==> config.mk <==
export PLATFORM = sky130hd
export DESIGN_NAME = waveform_analyzer
export DESIGN_NICKNAME = d
export VERILOG_FILES = /design/src/rtl/waveform_analyzer_pkg.sv /design/src/rtl/waveform_analyzer_crossing.sv /design/src/rtl/waveform_analyzer.sv
export SDC_FILE = /design/constraint.sdc
export NUM_CORES = 1
export LEC_CHECK = 0
export ABC_AREA = 1
export CAP_MARGIN = 20
export CORE_MARGIN = 5
export CORE_UTILIZATION = 55
export CTS_CLUSTER_DIAMETER = 50
export CTS_CLUSTER_SIZE = 10
export DETAILED_ROUTE_END_ITERATION = 7
export GPL_TIMING_DRIVEN = 0
export PLACE_DENSITY = 0.81
export SLEW_MARGIN = 30
export SYNTH_ARGS = -nofsm -noshare
export SYNTH_HDL_FRONTEND = slang
export SYNTH_SLANG_ARGS = --single-unit
==> constraint.sdc <==
create_clock -name clk -period 2.61 [get_ports clk]
set_input_delay 0.522 -clock clk [delete_from_list [all_inputs] [get_ports clk]]
set_output_delay 0.522 -clock clk [all_outputs]
set_load 0.01 [all_outputs]
==> src/rtl/waveform_analyzer_pkg.sv <==
// rtl/waveform_analyzer_pkg.sv - shared FSM encoding and default thresholds for the waveform analyzer
package waveform_analyzer_pkg;

    typedef enum logic [1:0] {
        ST_IDLE      = 2'd0,
        ST_WAIT_LOW  = 2'd1,
        ST_WAIT_EDGE = 2'd2,
        ST_MEASURE   = 2'd3
    } state_t;

    localparam logic [7:0] DEF_HI_TH = 8'd136;
    localparam logic [7:0] DEF_LO_TH = 8'd120;
    localparam int         DEF_CNT_W = 16;

endpackage

==> src/rtl/waveform_analyzer_crossing.sv <==
// rtl/waveform_analyzer_crossing.sv - hysteresis comparator: arms below LO_TH, pulses rise at HI_TH while armed
module crossing_detector
    import waveform_analyzer_pkg::*;
#(
    parameter logic [7:0] HI_TH = DEF_HI_TH,
    parameter logic [7:0] LO_TH = DEF_LO_TH
) (
    input  logic       clk,
    input  logic       rst,
    input  logic [7:0] in,
    input  logic       in_valid,
    input  logic       enable,
    input  logic       clear,
    output logic       low,
    output logic       rise
);

    logic armed;

    assign low  = enable && in_valid && (in <= LO_TH);
    assign rise = enable && in_valid && armed && (in >= HI_TH);

    // A rise consumes the arm; only a later low sample can re-arm.
    always_ff @(posedge clk) begin
        if (rst) begin
            armed <= 1'b0;
        end else if (clear || rise) begin
            armed <= 1'b0;
        end else if (low) begin
            armed <= 1'b1;
        end
    end

endmodule

==> src/rtl/waveform_analyzer.sv <==
// rtl/waveform_analyzer.sv - measures period and min/max/peak-to-peak of one waveform cycle on request
module waveform_analyzer
    import waveform_analyzer_pkg::*;
#(
    parameter logic [7:0] HI_TH = DEF_HI_TH,
    parameter logic [7:0] LO_TH = DEF_LO_TH,
    parameter int         CNT_W = DEF_CNT_W
) (
    input  logic             clk,
    input  logic             rst,
    input  logic             start,
    input  logic             in_valid,
    input  logic [7:0]       in,
    output logic             busy,
    output logic             done,
    output logic             timeout,
    output logic [CNT_W-1:0] period,
    output logic [7:0]       vmin,
    output logic [7:0]       vmax,
    output logic [7:0]       vpp
);

    // One below all-ones: the sample arriving at this count is the timeout sample.
    localparam logic [CNT_W-1:0] CNT_LAST = ~CNT_W'(1);

    state_t           state;
    logic [CNT_W-1:0] cnt;
    logic [7:0]       trk_min;
    logic [7:0]       trk_max;
    logic             low;
    logic             rise;
    logic             expired;

    crossing_detector #(
        .HI_TH(HI_TH),
        .LO_TH(LO_TH)
    ) u_cross (
        .clk     (clk),
        .rst     (rst),
        .in      (in),
        .in_valid(in_valid),
        .enable  (state != ST_IDLE),
        .clear   (state == ST_IDLE),
        .low     (low),
        .rise    (rise)
    );

    assign busy    = (state != ST_IDLE);
    assign expired = busy && in_valid && (cnt == CNT_LAST);

    always_ff @(posedge clk) begin
        if (rst) begin
            state   <= ST_IDLE;
            cnt     <= '0;
            trk_min <= '0;
            trk_max <= '0;
            done    <= 1'b0;
            timeout <= 1'b0;
            period  <= '0;
            vmin    <= '0;
            vmax    <= '0;
            vpp     <= '0;
        end else begin
            done <= 1'b0;
            if (state == ST_IDLE) begin
                if (start) begin
                    state   <= ST_WAIT_LOW;
                    cnt     <= '0;
                    timeout <= 1'b0;
                end
            end else if (expired) begin
                // Timeout wins over a simultaneous closing crossing; levels keep old values.
                state   <= ST_IDLE;
                period  <= '1;
                timeout <= 1'b1;
                done    <= 1'b1;
            end else if (in_valid) begin
                case (state)
                    ST_WAIT_LOW: begin
                        cnt <= cnt + CNT_W'(1);
                        if (low) state <= ST_WAIT_EDGE;
                    end
                    ST_WAIT_EDGE: begin
                        if (rise) begin
                            state   <= ST_MEASURE;
                            cnt     <= '0;
                            trk_min <= in;
                            trk_max <= in;
                        end else begin
                            cnt <= cnt + CNT_W'(1);
                        end
                    end
                    default: begin
                        if (rise) begin
                            state  <= ST_IDLE;
                            period <= cnt + CNT_W'(1);
                            vmin   <= trk_min;
                            vmax   <= trk_max;
                            vpp    <= trk_max - trk_min;
                            done   <= 1'b1;
                        end else begin
                            cnt <= cnt + CNT_W'(1);
                            if (in < trk_min) trk_min <= in;
                            if (in > trk_max) trk_max <= in;
                        end
                    end
                endcase
            end
        end
    end

endmodule

==> metrics, run 1 <==
crit-path cells clkdlybuf4s50_1 > inv_1 > nand4_1 > nand3_4 > inv_2 > ha_1 > nand3_1 > nand3_2 > nor2_4 > buf_4 > nand2_1 > a21oi_1; Synth Area in Compound Gates 15.05%; layout cells sized above 1 under 10%; nets@finish between 600 and 700; multiplexer area fraction after synthesis 0%; Adder-Cell Fraction of Synth Area about a tenth; Die X just under 100 µm; min cycle time layout 2.444 ns; total CTS buffers 9; worst hold-check path type reg -> reg; largest delay contributor family on the critical path simple AND/OR/NAND/NOR gates; clock transition at the registers of the reported paths 0.08 ns; total power 0.003860 W; DRC 0; crit path kind in -> reg; H-Tree Depth 3; Max transition margin 61.84%; GRT overflow 0; Pins Over Slew Limit 0; yosys warns 0; Fmax 409.2 MHz; I/O Buffers 53; Initial Util approximately 57%; Pre-antenna DRT Iters 5; status finished, final reports clean; clk sink count between 70 and 80; MaxCap Viol Count 0; critical path arrival between 2 and 3 ns; CP max stage delay ~0.5 ns; CORE AREA between 7000 and 8000 µm²; drt wl/cell approximately 15 µm; vias in the first global route between 3,000 and 4,000; final RePlAce weighted congestion slightly below 1; largest family of logic cells by synthesized area simple AND/OR/NAND/NOR gates; total global-route track usage 24.14%; die footprint between 9000 and 10,000 µm²; skew final 0.008664 ns; antenna fix cells 0; initial DRC count ~240; crit end category flip-flop; clk buf depth 2; Yosys reg bits 77; Die H 96.58 µm; Post-Place Cells 726; maximum VDD drop 0.0007109 V; setup violators final 0; xor-xnor portion of the synthesized cell area ~3.6%; CTS tree built; final hold violations 0; hold buffers post-CTS 0; Root Buffer clkbuf_8; Worst Max-Slew Pin Slew about 0.57 ns; sequential area share after synthesis ~37%; Leak ~2.2 nW; Buf/Inv on CP 4; largest net degree at the start of global routing 14; CP startpoint kind primary input; Vias/cell about 5.4; later-pin clock latency in the skew report 0.35 ns; first-pass GRT wire length around 17,000 µm; Site Rows 31; Synth Area in Simple Gates between 20% and 30%; Post-Synthesis Cells 574; net count after synthesis between 600 and 700; cell area after synthesis around 4100 µm²; Layout Cells excl Fill 745; Slowest cell on crit path clkdlybuf4s50_1; vias post-DR roughly 4,000; Ports 55; post-route ant nets 0; critical path peak fanout 10; Worst Path Required between 2 and 3 ns; fill count approximately 630; post-DP HPWL ~8100 µm; final WL between 10,000 and 15,000 µm; syn_area_per_cell 7.182 µm²; initial antenna violation count 0; pwr/cell area approximately 760 nW/µm²; final period utilization between 90% and 100%; Synth-to-Final Area Change 22.61%; Netlist cell types 32
kinds of logic after synthesis:
group | after synthesis
simple gates | 243
compound gates | 120
buf+inv | 85
flops | 77
fa+ha+maj | 32
xor+xnor | 17
cell type report:
class / count / area [µm²] / area share, %
plain buffers: 22 / 127.6 / 2.525
clock buffers: 11 / 151.4 / 2.995
clock inverters: 5 / 81.33 / 1.609
inverters: 63 / 236.5 / 4.678
multi-input cells: 412 / 2240 / 44.31
flip-flops and latches: 77 / 1541 / 30.50
well taps: 99 / 123.9 / 2.450
repair buffers: 56 / 553.0 / 10.94
worst reg2reg max path, cell delays in order (launching register included):
cell     delay (ns)
dfxtp_1        0.34
inv_1          0.11
ha_2           0.23
inv_2          0.08
nand2_2        0.09
inv_2          0.08
nand3_4        0.13
inv_2          0.08
ha_1           0.20
nand3_1        0.10
nand3_2        0.19
nor2_4         0.22
buf_4          0.20
nand2_1        0.09
a21oi_1        0.14
cells in the final DEF, fill, tap and decap left out, drive strengths merged:
cell	n
a21o	1
a21oi	67
a31oi	2
buf	16
bufinv	2
clkbuf	20
clkdlybuf4s50	53
clkinv	1
clkinvlp	1
dfxtp	77
fa	1
ha	31
inv	64
nand2	123
nand3	34
nand4	5
nor2	74
nor3	5
o21a	1
o21ai	47
o21bai	2
or2	2
xnor2	7
xor2	10
cells in the mapped netlist (all sizes together):
cell | n | area [µm²]
ha | 31 | 387.9
a21o | 1 | 7.510
o21ai | 47 | 239.0
clkbuf | 8 | 30.03
or2 | 2 | 12.51
o21a | 1 | 7.510
nand2 | 123 | 471.7
nand4 | 5 | 31.28
xor2 | 10 | 87.58
xnor2 | 7 | 61.31
inv | 63 | 236.5
o21bai | 2 | 15.01
a21oi | 67 | 339.1
buf | 14 | 92.58
dfxtp | 77 | 1541
a31oi | 2 | 12.51
nor2 | 74 | 287.8
fa | 1 | 20.02
nand3 | 34 | 205.2
nor3 | 5 | 36.29
flip-flops by register name, summed over array words and instances (netlist names):
| signal | flops |
|---|---|
| vpp | 8 |
| cnt | 16 |
| state | 2 |
| trk_max | 8 |
| trk_min | 8 |
| vmax | 8 |
| timeout | 1 |
| period | 16 |
| done | 1 |
| u_cross.armed | 1 |
| vmin | 8 |
routing by layer:
metal	vias to the layer above	wire length (µm)	global-route usage [%]	part of all wire, %
met4	0	276	8.995	2.5
met2	114	5452	41.44	50
met5	-	0	0	0
met1	1860	4620	29.36	42
met3	27	590	5.577	5.4
li1	1987	-	-	-
worst paths after layout:
kind / endpoint / depth (start not counted) / slack [ns] / start
hold / removal: vpp[4] / 2 / 0.47 / vpp[4]
hold reg to reg: vpp[4] / 2 / 0.47 / vpp[4]
setup / recovery: cnt[9] / 12 / 0.17 / in[5]
setup reg to reg: cnt[9] / 14 / 0.24 / state[0]
through the flow:
| step | setup WS, ns | hold slack [ns] | util, % | cell area, µm² | setup TNS (ns) |
|---|---|---|---|---|---|
| 4_1_cts | 0.08529 | 0.4708 | 68.70 | 5010 | 0 |
| 3_5_place_dp | -0.2432 | 0.4586 | 65.51 | 4777 | -3.997 |
| 3_3_place_gp | -0.2028 | 0.4549 | 65.51 | 4777 | -2.802 |
| 6_report | 0.1665 | 0.4692 | 69.32 | 5055 | 0 |
| 5_1_grt | -0.002290 | 0.5140 | 69.32 | 5055 | -0.002290 |
| 2_1_floorplan | 0.4016 | 0.4516 | - | 4123 | 0 |
report_power, final:
group	internal (W)	total (W)	switching, W	leakage, nW
clock network	0.000593	0.00104	0.000448	0.116
logic	0.000570	0.00149	0.000922	1.45
registers	0.00125	0.00133	0.0000767	0.622
total	0.00241	0.00386	0.00145	2.19
what timing repair did:
action                                  CTS  global route
setup buffers                             0             3
gates resized for setup                   0             7
endpoints found under the setup margin    0            20
Note: power is estimated with default switching activity, not from simulation.
==> run 2: changes to the inputs <==
- GPL_ROUTABILITY_DRIVEN: unset -> 0
==> run 2 against run 1 <==
Via count rose by 0.28%; sequential share of layout area rose by 0.36 points; critical path depth did not move; global-route usage rose by 0.25 points; non-clock buffer count fell by 2; count of clock-buffer cells in the layout fell by 1; routed wire length fell by 0.34%; sequential power barely moved; clock power fell by 13%; largest cell class unchanged; largest power group unchanged; highest routed layer unchanged.
==> metrics, run 2 (synthesis gave the netlist of run 1 again) <==
status finished, final reports clean; antenna fix cells 0 (unchanged); Met1 Wirelength 4547 µm (-1.6%); Fmax 410.2 MHz (+0.23%); Vias/cell 5.382 (+0.55%); critical path peak fanout 10 (unchanged); Site Rows 31 (unchanged); drt wl/cell 14.67 µm (about the same); Slowest cell on crit path clkdlybuf4s50_1; final hold violations 0 (unchanged); Synth-to-Final Area Change 21.18%; Initial Util 56.54% (unchanged); final WL 10,900 µm (-0.34%); maximum VDD drop 0.0006080 V (-14%); largest net degree at the start of global routing 14 (unchanged); total CTS buffers 9 (unchanged); post-route ant nets 0 (unchanged); Leak 2.152 nW (-1.6%); clk sink count 77 (unchanged); Buf/Inv on CP 4 (unchanged); initial antenna violation count 0 (unchanged); CORE AREA 7292 µm² (unchanged); most frequent cells in the layout nand2_1, dfxtp_1, nor2_1; later-pin clock latency in the skew report 0.36 ns (about the same); largest delay contributor family on the critical path buffers and inverters; Pre-antenna DRT Iters 5 (unchanged); skew final 0.006853 ns (-0.001811 ns); total power 0.003705 W (-4.0%); layout cells sized above 1 8.075% (-0.44 points); top layer in use met4; initial DRC count 298 (+26%); vias post-DR 3,999 (+0.28%); crit end category flip-flop; I/O Buffers 53 (unchanged); Die X 96.58 µm (unchanged); crit-path cells clkdlybuf4s50_1 > inv_1 > nand4_1 > nand3_4 > inv_2 > ha_1 > nand3_1 > nand3_2 > nor2_4 > buf_4 > nand2_1 > a21oi_1; commonest non-fill, non-tap cell in the layout nand2_1; post-DP HPWL 8208 µm (+1.2%); DRC 0 (unchanged); vias in the first global route 3,752 (-1.8%); Pins Over Slew Limit 0 (unchanged); GRT overflow 0 (unchanged); CP max stage delay 0.49 ns (about the same); min cycle time layout 2.438 ns (-0.005555 ns); nets@finish 683 (-0.29%); Worst Max-Slew Pin Slew 0.6027 ns (+0.03027 ns); crit path kind in -> reg; total global-route track usage 24.39% (+0.25 points); critical path arrival 2.73 ns (about the same); Die H 96.58 µm (unchanged); Max transition margin 59.82% (-2.0 points); Ports 55 (unchanged); pwr/cell area 741.6 nW/µm² (-2.9%); final period utilization 93.41% (-0.21 points); clock transition at the registers of the reported paths 0.08 ns (about the same); Final Util 68.51% (-0.81 points); CP startpoint kind primary input; top flop regs cnt x16, period x16; Root Buffer clkbuf_8; Met2 Wirelength 5357 µm (-1.7%); setup violators final 0 (unchanged); clk buf depth 2 (unchanged); first-pass GRT wire length 17,370 µm (-0.63%); met3 WL 748 µm (+27%); worst hold-check path type reg -> reg; CTS tree built; MaxCap Viol Count 0 (unchanged); Worst Path Required 2.90 ns (about the same); die footprint 9328 µm² (unchanged); H-Tree Depth 3 (unchanged)
## run 2: cell count changes in the layout (fill, tap and decap cells not counted)
cell        before  now
bufinv_16        2    1
clkbuf_1         8    9
buf_4            6    3
clkinv_4         0    1
clkinvlp_4       1    2
buf_2            6    7
clkinv_2         1    2
inv_6            1    0
clkbuf_8        11    9
## run 2: layout make-up
class	instances	area [µm²]
Timing Repair Buffer	54	538.0
Inverter	63	236.5
Clock inverter	6	63.81
Multi-Input combinational cell	412	2240
Sequential cell	77	1541
Clock buffer	10	127.6
Buffer	22	125.1
Fill cell	635	2296
Tap cell	99	123.9
## run 2: metal layers
metal | GRT usage (%) | vias to the layer above
met3 | 5.577 | 28
li1 | - | 1986
met4 | 10.63 | 0
met2 | 41.26 | 155
met5 | 0 | -
met1 | 29.58 | 1830
## run 2: power by group
| part | leakage (nW) | total [W] | internal [W] | switching, W |
|---|---|---|---|---|
| Sequential | 0.622 | 0.00133 | 0.00125 | 0.0000741 |
| Combinational | 1.44 | 0.00147 | 0.000547 | 0.000924 |
| Clock | 0.0923 | 0.000908 | 0.000440 | 0.000468 |
## run 2: metrics by stage
| step | hold slack, ns | area [µm²] | setup WS [ns] | TNS (ns) | instances |
|---|---|---|---|---|---|
| after floorplan | 0.4516 | 4123 | 0.4016 | 0 | 574 |
| after global placement | 0.4552 | 4777 | -0.2031 | -2.841 | 726 |
| after detailed placement | 0.4582 | 4777 | -0.2462 | -3.847 | 726 |
| after CTS | 0.4707 | 4969 | 0.09892 | 0 | 742 |
| after global routing | 0.5145 | 4996 | -0.002089 | -0.002089 | 743 |
| final | 0.4704 | 4996 | 0.1720 | 0 | 743 |
## run 2: worst paths after layout
kind	slack (ns)	to	start	depth (start not counted)
worst max-delay path	0.17	cnt[12]	in[4]	12
worst min-delay path	0.47	vpp[4]	vpp[4]	2
worst max register to register	0.20	cnt[12]	state[0]	14
worst min register to register	0.47	vpp[4]	vpp[4]	2
## run 2: worst min-delay path: cells and delay by family (launching register included)
family / cells / cell delay, ns
flip-flops: 1 / 0.32
AND/OR/NAND/NOR: 1 / 0.06
AO/OA/AOI/OAI: 1 / 0.05
## run 2: repair_timing
item,in CTS,in global routing
endpoints found under the hold margin,0,0
endpoints found under the setup margin,0,24
buffers inserted,0,1
hold buffers,0,0
resized for setup,0,5
==> run 3: changes to the inputs <==
- CORE_ASPECT_RATIO: unset -> 1.5
- MAX_ROUTING_LAYER: unset -> met4
- SETUP_SLACK_MARGIN: unset -> 0.15
==> run 3 against run 2 <==
Critical path depth is the same; utilization grew 1.1 points; die area grew 0.38%; largest cell class unchanged; critical path type unchanged.
==> metrics, run 3 (synthesis gave the netlist of run 1 again) <==
clk buf depth 2 (unchanged); H-Tree Depth 3 (unchanged); total global-route track usage 27.11% (+2.7 points); drt wl/cell 15.58 µm (+6.2%); CTS tree built; unrepaired setup endpoints after global routing false; die footprint 9363 µm² (+0.38%); clk sink count 77 (unchanged); crit end category flip-flop; Worst Max-Slew Pin Slew 0.6199 ns (+0.01724 ns); vias in the first global route 4,127 (+10%); Global Route met3 Usage 5.054% (-0.52 points); Ports 55 (unchanged); Worst Hold Margin 0.4763 ns (+0.005954 ns); Max transition margin 58.67% (-1.1 points); clock transition at the registers of the reported paths 0.08 ns (about the same); Die H 116.0 µm (+20%); commonest non-fill, non-tap cell in the layout nand2_1; post-route ant nets 0 (unchanged); MaxCap Viol Count 0 (unchanged); antenna fix cells 0 (unchanged); GRT met2 Usage 44.36% (+3.1 points); total CTS buffers 9 (unchanged); skew final 0.008107 ns (+0.001254 ns); CORE AREA 7274 µm² (-0.24%); Pre-antenna DRT Iters 5 (unchanged); Site Rows 38 (+23%); crit path kind in -> reg; Final Util 69.59% (+1.1 points); Leak 2.189 nW (+1.7%); Root Buffer clkbuf_8; status finished, final reports clean; Die X 80.69 µm (-16%); Slowest cell on crit path clkdlybuf4s50_1; most frequent cells in the layout nand2_1, dfxtp_1, nor2_1; top flop regs cnt x16, period x16; Synth-to-Final Area Change 22.79%; crit-path cells clkdlybuf4s50_1 > inv_2 > nand4_1 > nand3_4 > inv_2 > ha_1 > nand3_1 > nand3_4 > nor2_4 > buf_4 > nand2_1 > a21oi_1; critical path arrival 2.62 ns (-0.11 ns); Layout Cells excl Fill 748 (+0.67%); largest net degree at the start of global routing 15 (+1); final WL 11,660 µm (+6.9%); setup violators final 0 (unchanged); I/O Buffers 53 (unchanged); CP max stage delay 0.50 ns (about the same); worst hold-check path type reg -> reg; vias post-DR 4,110 (+2.8%); Fmax 432.3 MHz (+5.4%); layout cells sized above 1 9.568% (+1.5 points); GRT overflow 0 (unchanged); Vias/cell 5.495 (+2.1%); later-pin clock latency in the skew report 0.37 ns (about the same); Initial Util 56.67% (+0.14 points); CP startpoint kind primary input; min cycle time layout 2.313 ns (-0.1250 ns); final period utilization 88.62% (-4.8 points); Worst Path Required 2.91 ns (about the same); first-pass GRT wire length 18,790 µm (+8.2%); post-DP HPWL 8371 µm (+2.0%); critical path peak fanout 10 (unchanged); GR peak layer met2; Post-Place Cells 727 (+0.14%); Pins Over Slew Limit 0 (unchanged); nets@finish 687 (+0.59%); initial DRC count 355 (+19%); DRC 0 (unchanged); final hold violations 0 (unchanged); maximum VDD drop 0.0005889 V (-3.1%); grt met1 use 28.52% (-1.1 points); initial antenna violation count 0 (unchanged); pwr/cell area 761.3 nW/µm² (+2.7%)
-- run 3: changes by cell type in the layout (fill, tap and decap cells not counted), moves of 2 or more --
| cell | previous run | this run |
|---|---|---|
| buf_4 | 3 | 8 |
| inv_2 | 5 | 10 |
| buf_2 | 7 | 5 |
| inv_1 | 58 | 53 |
-- run 3: path summary, 6_finish.rpt --
kind,startpoint,end,slack [ns],depth (start not counted)
worst max-delay path,in[3],cnt[7],0.30,12
worst max register to register,state[1],trk_max[6],0.33,13
worst min-delay path,timeout,timeout,0.48,2
worst min register to register,timeout,timeout,0.48,2
-- run 3: what timing repair did --
| action | 4_1_cts | 5_1_grt |
|---|---|---|
| endpoints found under the setup margin | 12 | 27 |
| pin swaps | 0 | 2 |
| setup buffers | 0 | 5 |
| hold buffers | 0 | 0 |
| cloned | 0 | 0 |
| hold endpoints to repair | 0 | 0 |
| gates resized for setup | 2 | 16 |
-- run 3: cell type report --
| class | count | area [µm²] |
|---|---|---|
| multi-input cells | 412 | 2257 |
| fillers | 630 | 2212 |
| flip-flops and latches | 77 | 1541 |
| repair buffers | 58 | 570.5 |
| inverters | 63 | 236.5 |
| plain buffers | 22 | 133.9 |
| well taps | 100 | 125.1 |
| clock buffers | 9 | 123.9 |
| clock inverters | 7 | 73.82 |
-- run 3: routing by layer --
metal	part of all wire, %	wire length [µm]	vias up
met2	49	5742	185
met4	6.9	809	0
li1	-	-	1997
met1	39	4509	1862
met3	5.1	594	66
met5	0	0	-
-- run 3: metrics by stage --
| stage | TNS, ns | setup WS [ns] | power [W] | instance area (µm²) |
|---|---|---|---|---|
| after detailed placement | -4.677 | -0.2983 | 0.002752 | 4778 |
| after CTS | 0 | 0.1610 | 0.003687 | 4986 |
| final | 0 | 0.2970 | 0.003854 | 5062 |
| after global routing | 0 | 0.1277 | 0.004092 | 5062 |
| after floorplan | 0 | 0.4016 | 0.002397 | 4123 |
| after global placement | -2.894 | -0.2101 | 0.002696 | 4778 |
-- run 3: worst max-delay path: cells and delay by family --
kind / cells / cell delay [ns]
adders and majority gates: 1 / 0.19
buffers and inverters: 4 / 0.92
AOI/OAI and AO/OA: 1 / 0.13
and+or+nand+nor: 6 / 0.85
-- run 3: report_power, final --
group	internal, W	switching, W	leakage, nW	total (W)
sequential	0.00125	0.0000762	0.622	0.00133
combinational	0.000625	0.000974	1.47	0.00160
clock	0.000444	0.000482	0.0996	0.000926
total	0.00232	0.00153	2.19	0.00385
